File: config.mk
export PLATFORM = sky130hd
export DESIGN_NAME = bit_embedder_par
export DESIGN_NICKNAME = d
export VERILOG_FILES = /design/src/rtl/steg_pkg.sv /design/src/rtl/lsb_insert.sv /design/src/rtl/bit_embedder_par.sv
export SDC_FILE = /design/constraint.sdc
export NUM_CORES = 1
export LEC_CHECK = 0
export BUFFER_PORTS_ARGS = -buffer_cell sky130_fd_sc_hd__buf_4
export CORE_ASPECT_RATIO = 0.9
export CORE_UTILIZATION = 35
export DETAILED_ROUTE_END_ITERATION = 8
export PLACE_DENSITY = 0.56
export REMOVE_ABC_BUFFERS = 1
export SLEW_MARGIN = 20
export SYNTH_ARGS = -nofsm -noshare
export SYNTH_HDL_FRONTEND = slang
export SYNTH_HIERARCHICAL = 1
export SYNTH_SLANG_ARGS = --single-unit
File: constraint.sdc
create_clock -name in_clk -period 10.65 [get_ports in_clk]
set_clock_uncertainty 0.1 [all_clocks]
set_input_delay 3.195 -clock in_clk [delete_from_list [all_inputs] [get_ports in_clk]]
set_output_delay 3.195 -clock in_clk [all_outputs]
set_load 0.01 [all_outputs]
File: src/rtl/steg_pkg.sv
// Shared definitions for the LSB steganography embedder: FSM encoding and
// the parameter legality check used at elaboration.
package steg_pkg;

    typedef enum logic [1:0] {
        ST_IDLE     = 2'd0,
        ST_EMBED    = 2'd1,
        ST_WAIT_MSG = 2'd2,
        ST_DONE     = 2'd3
    } state_t;

    function automatic bit params_legal(input int bps, input int nlsb,
                                        input int channels, input int msg_w);
        return (nlsb >= 1) && (nlsb <= 8) && (nlsb < bps) && (channels >= 1) &&
               (msg_w >= nlsb) && ((msg_w % nlsb) == 0);
    endfunction

endpackage

File: src/rtl/lsb_insert.sv
// Replaces the NLSB low bits of one audio sample with message bits;
// bits[NLSB-1] is the earliest-consumed message bit.
module lsb_insert #(
    parameter int BPS  = 24,
    parameter int NLSB = 2
) (
    input  logic [BPS-1:0]  sample,
    input  logic [NLSB-1:0] bits,
    output logic [BPS-1:0]  result
);

    localparam logic [BPS-1:0] KEEP_MASK = {{(BPS-NLSB){1'b1}}, {NLSB{1'b0}}};

    always_comb begin
        result = (sample & KEEP_MASK) | BPS'(bits);
    end

endmodule

File: src/rtl/bit_embedder_par.sv
// Frame-level LSB embedder: one channel per cycle, stalls in WAIT_MSG when the
// message buffer runs dry, publishes the finished frame with a one-cycle pulse.
//
// state    | meaning
// IDLE     | waiting for in_enable; frame accepted here only
// EMBED    | one channel processed per cycle, channel 0 first
// WAIT_MSG | message buffer empty mid-frame, waiting for a word
// DONE     | copy working frame to out_frame, pulse out_ready
module bit_embedder_par
    import steg_pkg::*;
#(
    parameter int BPS      = 24,
    parameter int NLSB     = 2,
    parameter int CHANNELS = 2,
    parameter int MSG_W    = 8
) (
    input  logic                    in_clk,
    input  logic                    in_rst,
    input  logic                    in_enable,
    input  logic [CHANNELS*BPS-1:0] in_frame,
    input  logic                    in_bypass,
    input  logic [MSG_W-1:0]        in_msg_data,
    input  logic                    in_msg_valid,
    output logic                    out_msg_ready,
    output logic [CHANNELS*BPS-1:0] out_frame,
    output logic                    out_ready,
    output logic                    out_busy
);

    if (!params_legal(BPS, NLSB, CHANNELS, MSG_W)) begin : g_bad_params
        $error("bit_embedder_par: illegal BPS/NLSB/CHANNELS/MSG_W combination");
    end

    localparam int CH_W  = (CHANNELS > 1) ? $clog2(CHANNELS) : 1;
    localparam int CNT_W = $clog2(MSG_W + 1);

    state_t                    state, state_nxt;
    logic [CHANNELS*BPS-1:0]   work_frame;
    logic                      bypass_q;
    logic [CH_W-1:0]           ch_cnt;
    logic [MSG_W-1:0]          msg_buf, msg_buf_nxt;
    logic [CNT_W-1:0]          bit_cnt, bit_cnt_nxt;
    logic                      msg_ready_q;
    logic                      load, advance, consume, last_ch, buf_empty;
    logic [BPS-1:0]            cur_sample, new_sample;

    assign load       = in_msg_valid & msg_ready_q;
    assign buf_empty  = (bit_cnt == '0);
    assign last_ch    = (ch_cnt == CH_W'(CHANNELS - 1));
    assign cur_sample = work_frame[int'(ch_cnt)*BPS +: BPS];

    lsb_insert #(.BPS(BPS), .NLSB(NLSB)) u_lsb_insert (
        .sample (cur_sample),
        .bits   (msg_buf[MSG_W-1 -: NLSB]),
        .result (new_sample)
    );

    always_comb begin
        state_nxt = state;
        advance   = 1'b0;
        consume   = 1'b0;
        case (state)
            ST_IDLE: begin
                if (in_enable) state_nxt = ST_EMBED;
            end
            ST_EMBED: begin
                if (bypass_q || !buf_empty) begin
                    advance = 1'b1;
                    consume = !bypass_q;
                    if (last_ch) state_nxt = ST_DONE;
                end else begin
                    state_nxt = ST_WAIT_MSG;
                end
            end
            // !buf_empty covers a word that landed on the same edge we stalled
            ST_WAIT_MSG: begin
                if (load || !buf_empty) state_nxt = ST_EMBED;
            end
            ST_DONE: state_nxt = ST_IDLE;
            default: state_nxt = ST_IDLE;
        endcase
    end

    always_comb begin
        msg_buf_nxt = msg_buf;
        bit_cnt_nxt = bit_cnt;
        if (load) begin
            msg_buf_nxt = in_msg_data;
            bit_cnt_nxt = CNT_W'(MSG_W);
        end else if (consume) begin
            msg_buf_nxt = msg_buf << NLSB;
            bit_cnt_nxt = bit_cnt - CNT_W'(NLSB);
        end
    end

    always_ff @(posedge in_clk or posedge in_rst) begin
        if (in_rst) begin
            state       <= ST_IDLE;
            work_frame  <= '0;
            bypass_q    <= 1'b0;
            ch_cnt      <= '0;
            msg_buf     <= '0;
            bit_cnt     <= '0;
            msg_ready_q <= 1'b1;
            out_frame   <= '0;
            out_ready   <= 1'b0;
        end else begin
            state       <= state_nxt;
            msg_buf     <= msg_buf_nxt;
            bit_cnt     <= bit_cnt_nxt;
            msg_ready_q <= (bit_cnt_nxt == '0);
            out_ready   <= 1'b0;
            if (state == ST_IDLE && in_enable) begin
                work_frame <= in_frame;
                bypass_q   <= in_bypass;
                ch_cnt     <= '0;
            end
            if (advance) begin
                ch_cnt <= ch_cnt + CH_W'(1);
                if (consume) work_frame[int'(ch_cnt)*BPS +: BPS] <= new_sample;
            end
            if (state == ST_DONE) begin
                out_frame <= work_frame;
                out_ready <= 1'b1;
            end
        end
    end

    assign out_busy      = (state != ST_IDLE);
    assign out_msg_ready = msg_ready_q;

endmodule
---- Word-level counts from Yosys, hierarchy flattened ----
Index checks and enable logic that the tools add are counted.
operators by class
  $add $sub $neg .......................... 3
  multiply operators ...................... 1
  divide/modulo/power cells ............... 0
  $lt $le $gt $ge ......................... 0
  eq/ne operators ......................... 6
  shift operators ......................... 3
  mux-type cells .......................... 20
  bitwise operators ....................... 2
  reductions and logical operators ........ 12
operators by type and width
  cell                      count
  $mux 48                   3
  $bwmux 48                 1
  $shift 24x33->48 const A  1
  $shiftx 24x33->48         1
  $shiftx 48x32->24         1
  $neg 6->33                1
  $or 24x2->24              1
  $mux 8                    2
  $logic_not 4->1           2
  $mux 2                    4
  $mux 4                    2
  $pmux 2 s4                1
  $mux 1                    7
  $reduce_bool 2->1         3
  $eq 2x2->1 const B        2
  $ne 2x2->1 const B        2
  $sub 4x2->4 const B       1
  $mul 1x2->3 const B       1
  $ne 3x3->1 const B        1
  $reduce_and 3->1          1
  $eq 2x1->1 const B        1
  $logic_not 1->1           2
  $logic_not 2->1           1
  $logic_or 1x1->1          2
  3 further kinds           3
word-level totals
  bits in registers ....................... 114
  latch bits .............................. 0
  memory bits (writable) .................. 0
  memory bits (read-only) ................. 0
  input bits .............................. 61
  word-level logic and storage cells ...... 56
  memories ................................ 0

---- Logic depth before layout (Yosys ltp) ----
Gate-level depths: netlist (run 1).
  depth after elaboration ................. 8
  depth in mapped cells ................... 7

---- By module ----
The synthesis (run 1) kept the hierarchy.
modules (own cells, without submodules)
  module            times used  cells an instance  area an instance (um^2)  seq. area each (um^2)
  bit_embedder_par  1           424                5154.9                   2854.0
  lsb_insert        1           24                 180.2                    0.0

---- Worst setup path after synthesis (run 1) ----
OpenSTA, ideal clock, no wires.
  kind .................................... input -> register
  start ................................... input port in_enable
  end ..................................... register work_frame[37]
  setup time .............................. 0.123 ns
  data arrival time ....................... 3.925 ns
  required time ........................... 10.427 ns
  slack ................................... 6.502 ns
  stages .................................. 6
  cell sequence ........................... inv_1 -> nor2_4 -> buf_6 -> buf_6 -> mux2i_1 -> a21oi_1
on the way
  longest elaborated chain between the ends .. 5
RTL lines
  what                             RTL line                 source
  from (decl)                      bit_embedder_par.sv:19   input logic in_enable,
  $logic_and 1x1->1 *              bit_embedder_par.sv:113  if (state == ST_IDLE && in_enable) begin
  $mux 48 *                        bit_embedder_par.sv:113
  $bwmux 48                        bit_embedder_par.sv:120  if (consume) work_frame[int'(ch_cnt)*BPS +: BPS] <= new_sample;
  $mux 48                          bit_embedder_par.sv:120
  $mux 48 *                        bit_embedder_par.sv:118  if (advance) begin
  to (signal assigned)             bit_embedder_par.sv:114  work_frame <= in_frame;
  to (signal, indexed assignment)  bit_embedder_par.sv:120
  to (decl)                        bit_embedder_par.sv:38   logic [CHANNELS*BPS-1:0] work_frame;
Every way passes the cells marked *; elsewhere a longest branch is shown, timed or not.
A chain may end at the register's enable or synchronous reset.

---- Worst setup path after layout (run 1) ----
Same ends and word-level chain as after synthesis.

==> results of run 1 <==
==> per-layer routing <==
metal | global-route usage, % | vias up
li1 | - | 1689
met4 | 5.67 | 0
met3 | 5.66 | 19
met2 | 24.1 | 75
met5 | 0 | -
met1 | 20.4 | 1723
==> area by class of cell <==
cell class	instances	area [sq um]
Fill cell	1378	8050
Sequential cell	114	2850
Multi-Input combinational cell	276	2100
Timing Repair Buffer	116	875
Clock buffer	21	480
Tap cell	198	248
Clock inverter	11	133
Inverter	6	25.0
==> worst paths after layout <==
path                       slack [ns]  depth (start not counted)        endpoint
max                              5.87                          6  work_frame[37]
max in group asynchronous        6.68                          3   out_frame[16]
min reg2reg                      0.37                          1   out_msg_ready
max reg2reg                      8.01                          5  work_frame[37]
min in group asynchronous        2.69                          2      msg_buf[3]
min                              0.37                          1   out_msg_ready
==> registers in the layout, summed over array words and instances, names as in the netlist <==
signal	count
ch_cnt	1
out_ready	1
bypass_q	1
msg_buf	8
out_msg_ready	1
state	2
work_frame	48
bit_cnt	4
out_frame	48
==> critical path, stage by stage <==
cell and delay, ns:
buf_4 0.09, inv_1 0.06, nor2_4 0.66, buf_4 0.56, mux2i_1 0.26, a21oi_1 0.08
==> metrics by stage <==
step / cell area (sq um) / setup slack [ns] / total power [mW] / util, % / hold WS [ns]
final: 6710 / 5.87 / 2.22 / 45.5 / 0.366
after CTS: 6710 / 5.84 / 2.25 / 45.4 / 0.373
after floorplan: 4970 / 4.34 / 1.34 / - / 0.315
after detailed placement: 6100 / 5.39 / 1.66 / 41.3 / 0.363
after global placement: 6100 / 5.47 / 1.62 / 41.3 / 0.363
after global routing: 6710 / 5.74 / 2.38 / 45.5 / 0.398
==> power groups by stage <==
stage / combinational, mW / clock (mW) / sequential, mW
after floorplan: 0.533 / 0 / 0.809
after global placement: 0.826 / 0 / 0.792
after detailed placement: 0.856 / 0 / 0.802
after CTS: 0.858 / 0.600 / 0.796
after global routing: 0.931 / 0.620 / 0.824
final: 0.842 / 0.586 / 0.795
==> key figures, run 1 <==
Outcome
  • Status: completed

Global routing
  • Antenna violations before repair: 0
  • Gr ovfl total: 0
  • Vias in the first global route: about 3600
  • First-pass GRT wire length: roughly 19 mm
  • Largest net degree at the start of global routing: 83
  • Tot GR Track Use: ~16%

Clock tree
  • H-tree depth: 4
  • PostCTS Resize Cnt: 0
  • Total CTS buffers: 17
  • Clock sinks: about 110
  • CTS root buffer: clkbuf_16
  • Hold_buf cts: 0
  • Setup bufs post-CTS: 0
  • Clk buf depth: 2
  • CTS tree: yes
  • CTS clk-pin slew, worst paths: ~0.050 ns
  • Worst-skew pair later-pin latency: around 0.42 ns

Floorplan
  • Die height: roughly 120 microns
  • Chip width: 132 microns
  • Core area: approximately 15000 sq um
  • Initial Util: a little over a third
  • Row count: 42
  • Top Ports: 112
  • Total die area: about 16000 sq um

Power and ir drop
  • Switch share: 33.2%
  • Clk pwr share: about a quarter
  • Seq pwr share: 35.8%
  • Comb pwr share: 37.9%
  • Net Switching: 739 uW
  • VDD IR max: 0.119 mV
  • Pwr Density: 331 nW/um^2
  • Internal: about 1.5 mW
  • Leakage: 2.94 nW

Critical path
  • Startpoint Class: input port
  • CP endpoint kind: flip-flop
  • Worst EP arrival: between 4 and 5 ns
  • Worst reg2reg startpoint: state[1]
  • Worst Setup SP: in_enable
  • Critical path fanouts, max: 28
  • WS Path Type: in2reg
  • WP data required: approximately 11 ns

STA
  • Setup violations, final: 0
  • Fin. Hold Viols: 0
  • Max Clock Freq: roughly 210 MHz
  • Period utilisation layout: roughly 45%
  • RSZ-0062 raised after global routing: false
  • Final Max Tran Viols: 0
  • Measured slew at the worst slew-check pin: around 1 ns
  • Worst slew margin: between 30% and 40%
  • Setup TNS: 0 ns
  • Fin crit period: 4.78 ns

Route
  • Drt pass-1 iters: 4
  • Highest Signal Layer: met4
  • DR DRC count: 0
  • DR vias: around 3500
  • Final WL: between 10 and 15 mm
  • Routed met1 length: 5.33 mm
  • Initial DRC Count: roughly 170
  • DR vias/cell: roughly 4.7
  • WL met2: between 5 and 6 mm
  • Routed Antenna Nets: 0
  • Drt wl/cell: 15.4 microns
  • Metal3 WL: roughly 540 microns

Synthesis
  • Yosys warns: 6
  • Syn avg cell area: 11.9 sq um
  • Post-Synthesis Cells: ~450
  • Synth Cell Area: between 5000 and 6000 sq um

Placement
  • Post-placement cell count: 710
  • Dpl hpwl: 7.50 mm
  • RePlAce Congestion: between 0.7 and 0.8
  • Port Buffers: 111

Cells and area
  • Non-filler cells in the finished layout: about 740
  • Commonest non-fill, non-tap cell in the layout: buf_4
  • # nets final: 593
  • Commonest cells after routing, fill and taps aside: buf_4 (115), dfrtp_1 (113), mux2_2 (71)
  • Proportion of layout cells with a drive suffix above 1: between 40% and 50%
  • Ant diodes: 0
  • Area grow syn2layout: 26.4%

Min path
  • Worst Hold Class: reg2reg
  • Hold Startpoint: bit_cnt[0]

Job
  • Max-cap violation count: 0
No activity file was read; power rests on OpenSTA's default activity.
==> run 2: changes to the inputs <==
==> constraint.sdc (replaced) <==
create_clock -name in_clk -period 4.55 [get_ports in_clk]
set_clock_uncertainty 0.1 [all_clocks]
set_input_delay 1.365 -clock in_clk [delete_from_list [all_inputs] [get_ports in_clk]]
set_output_delay 1.365 -clock in_clk [all_outputs]
set_load 0.01 [all_outputs]
==> run 2 against run 1 <==
Effect of this change: combinational power is 140% higher; sequential share of layout area increased by 0.18 points; clock power is 120% higher; critical endpoint is now out_busy; worst hold slack worse by 0.0043 ns; total power rose by 130%; sequential power rose by 130%; routed wire length shrank 2.0%.
==> key figures, run 2 (synthesis results as in run 1) <==
Outcome
  • Status: completed

Power and ir drop
  • Pwr Density: 766 nW/um^2 (+130%)
  • Total power: 5.12 mW (+130%)
  • VDD IR max: 0.301 mV (+150%)
  • Leakage: 2.91 nW (-0.85%)

Cells and area
  • Final Instance Area: 6690 sq um (-0.43%)
  • Non-filler cells in the finished layout: 742 (unchanged)
  • Commonest cells after routing, fill and taps aside: buf_4 (115), dfrtp_1 (113), mux2_2 (71)
  • Number of fill cells: 1370 (-0.58%)
  • Ant diodes: 0 (unchanged)
  • Largest regs: out_frame (48), work_frame (48), msg_buf (8)
  • Area grow syn2layout: 25.8%
  • Util after Layout: 45.3% (-0.19 points)
  • Multi-input gate area: 2110 sq um (+0.36%)
  • Register area: 2850 sq um (unchanged)
  • Proportion of layout cells with a drive suffix above 1: 41.4% (-1.3 points)
  • Commonest non-fill, non-tap cell in the layout: buf_4
  • # nets final: 593 (unchanged)

Route
  • Routed Antenna Nets: 0 (unchanged)
  • Drt pass-1 iters: 4 (unchanged)
  • Drt wl/cell: 15.1 microns (-2.0%)
  • DR vias/cell: 4.72 (-0.20%)
  • Initial DRC Count: 212 (+24%)
  • DR vias: 3499 (-0.20%)
  • DR DRC count: 0 (unchanged)
  • Final WL: 11.2 mm (-2.0%)

Floorplan
  • Initial Util: 36.0% (unchanged)
  • Top Ports: 112 (unchanged)
  • Core area: 14800 sq um (unchanged)
  • Chip width: 132 microns (unchanged)
  • Row count: 42 (unchanged)
  • Die height: 119 microns (unchanged)
  • Total die area: 15700 sq um (unchanged)

Critical path
  • Crit Reg-Reg Endpoint: work_frame[2]
  • CP endpoint kind: output pin
  • CP Cell Sequence: or2_4 > buf_4
  • Worst EP arrival: 1.35 ns (-3.59 ns)
  • Worst reg2reg startpoint: state[1]
  • R2R setup slack: 2.04 ns (-5.97 ns)
  • Critical path fanouts, max: 9 (-68%)
  • WS Path Type: reg2out
  • Family with the most delay on the worst path: flip-flops
  • Levels on crit path: 2 (-4)
  • WP data required: 3.08 ns (-7.72 ns)
  • Worst Setup SP: state[1]
  • Startpoint Class: flip-flop
  • CP endpoint: out_busy
  • Buf+Inv Stages, Crit Path: 1 (-2)
  • Slowest cell on crit path: dfrtp_1
  • CP max stage delay: 0.48 ns (-0.18 ns)
  • R2r worst-path depth: 4 (-1)

STA
  • Final WS setup: 1.73 ns (-4.13 ns)
  • Max Clock Freq: 355 MHz
  • Measured slew at the worst slew-check pin: 0.899 ns (-0.121 ns)
  • Fin crit period: 2.82 ns
  • Setup violations, final: 0 (unchanged)
  • Fin. Hold Viols: 0 (unchanged)
  • Period utilisation layout: between 60 and 70%
  • RSZ-0062 raised after global routing: false
  • Final Max Tran Viols: 0 (unchanged)
  • Worst slew margin: 39.9% (+7.9 points)
  • Hold Slack: 0.361 ns (-0.00431 ns)
  • Setup TNS: 0 ns (unchanged)

Clock tree
  • Total CTS buffers: 17 (unchanged)
  • H-tree depth: 4 (unchanged)
  • CTS tree: yes
  • CTS root buffer: clkbuf_16
  • Setup bufs post-CTS: 0 (unchanged)
  • Clk buf depth: 2 (unchanged)
  • Hold_buf cts: 0 (unchanged)
  • Clock sinks: 114 (unchanged)
  • PostCTS Resize Cnt: 0 (unchanged)
  • CTS clk-pin slew, worst paths: 0.05 ns (about the same)
  • Worst-skew pair later-pin latency: 0.41 ns (about the same)

Placement
  • RePlAce Congestion: 0.722 (-2.4%)
  • Area after DPL: 6110 sq um (+0.21%)
  • Dpl hpwl: 7.25 mm (-3.4%)
  • Post-placement cell count: 710 (unchanged)
  • Place WS: 1.55 ns (-3.84 ns)
  • Port Buffers: 111 (unchanged)

Global routing
  • Largest net degree at the start of global routing: 61 (-27%)
  • Antenna violations before repair: 0 (unchanged)
  • Vias in the first global route: 3636 (+0.78%)
  • First-pass GRT wire length: 18.3 mm (-2.5%)
  • Gr ovfl total: 0 (unchanged)
  • Tot GR Track Use: 15.3% (-0.43 points)

Min path
  • Worst Hold Class: reg2reg
  • WHS Path Cells: 1 (unchanged)

Job
  • Max-cap violation count: 0 (unchanged)
-- run 2: worst min path at each step --
stage	startpoint	to	slack, ns
after CTS	bit_cnt[0]	out_msg_ready	0.36
after floorplan	bit_cnt[0]	out_msg_ready	0.31
after global placement	bit_cnt[0]	out_msg_ready	0.36
after detailed placement	bit_cnt[0]	out_msg_ready	0.35
final	bit_cnt[0]	out_msg_ready	0.36
after global routing	bit_cnt[0]	out_msg_ready	0.37
-- run 2: layout make-up --
type,count,share of cell area [%]
Clock buffer,27,7.37
Clock inverter,5,1.12
Inverter,6,0.374
Multi-Input combinational cell,276,31.5
Sequential cell,114,42.7
Tap cell,198,3.71
Timing Repair Buffer,116,13.2
-- run 2: power by group --
part | switching, mW | leakage (nW) | total (mW) | internal, mW
registers | 0.319 | 1.32 | 1.84 | 1.52
clock network | 0.436 | 0.279 | 1.28 | 0.845
logic | 0.950 | 1.32 | 2.00 | 1.05
-- run 2: layer usage --
layer,vias to the layer above,GRT usage (%),share of wire [%],wire [microns]
met5,-,0,0,0
met3,15,4.21,4.3,478
met4,0,7.49,1.6,182
met2,82,23.4,48,5360
met1,1710,19.9,46,5190
li1,1692,-,-,-
-- run 2: worst register-to-register path, cell delays in order (launching register included) --
cell	delay (ns)
dfrtp_1	0.48
or3b_1	0.49
nor3_4	0.71
buf_4	0.44
o21ai_0	0.15
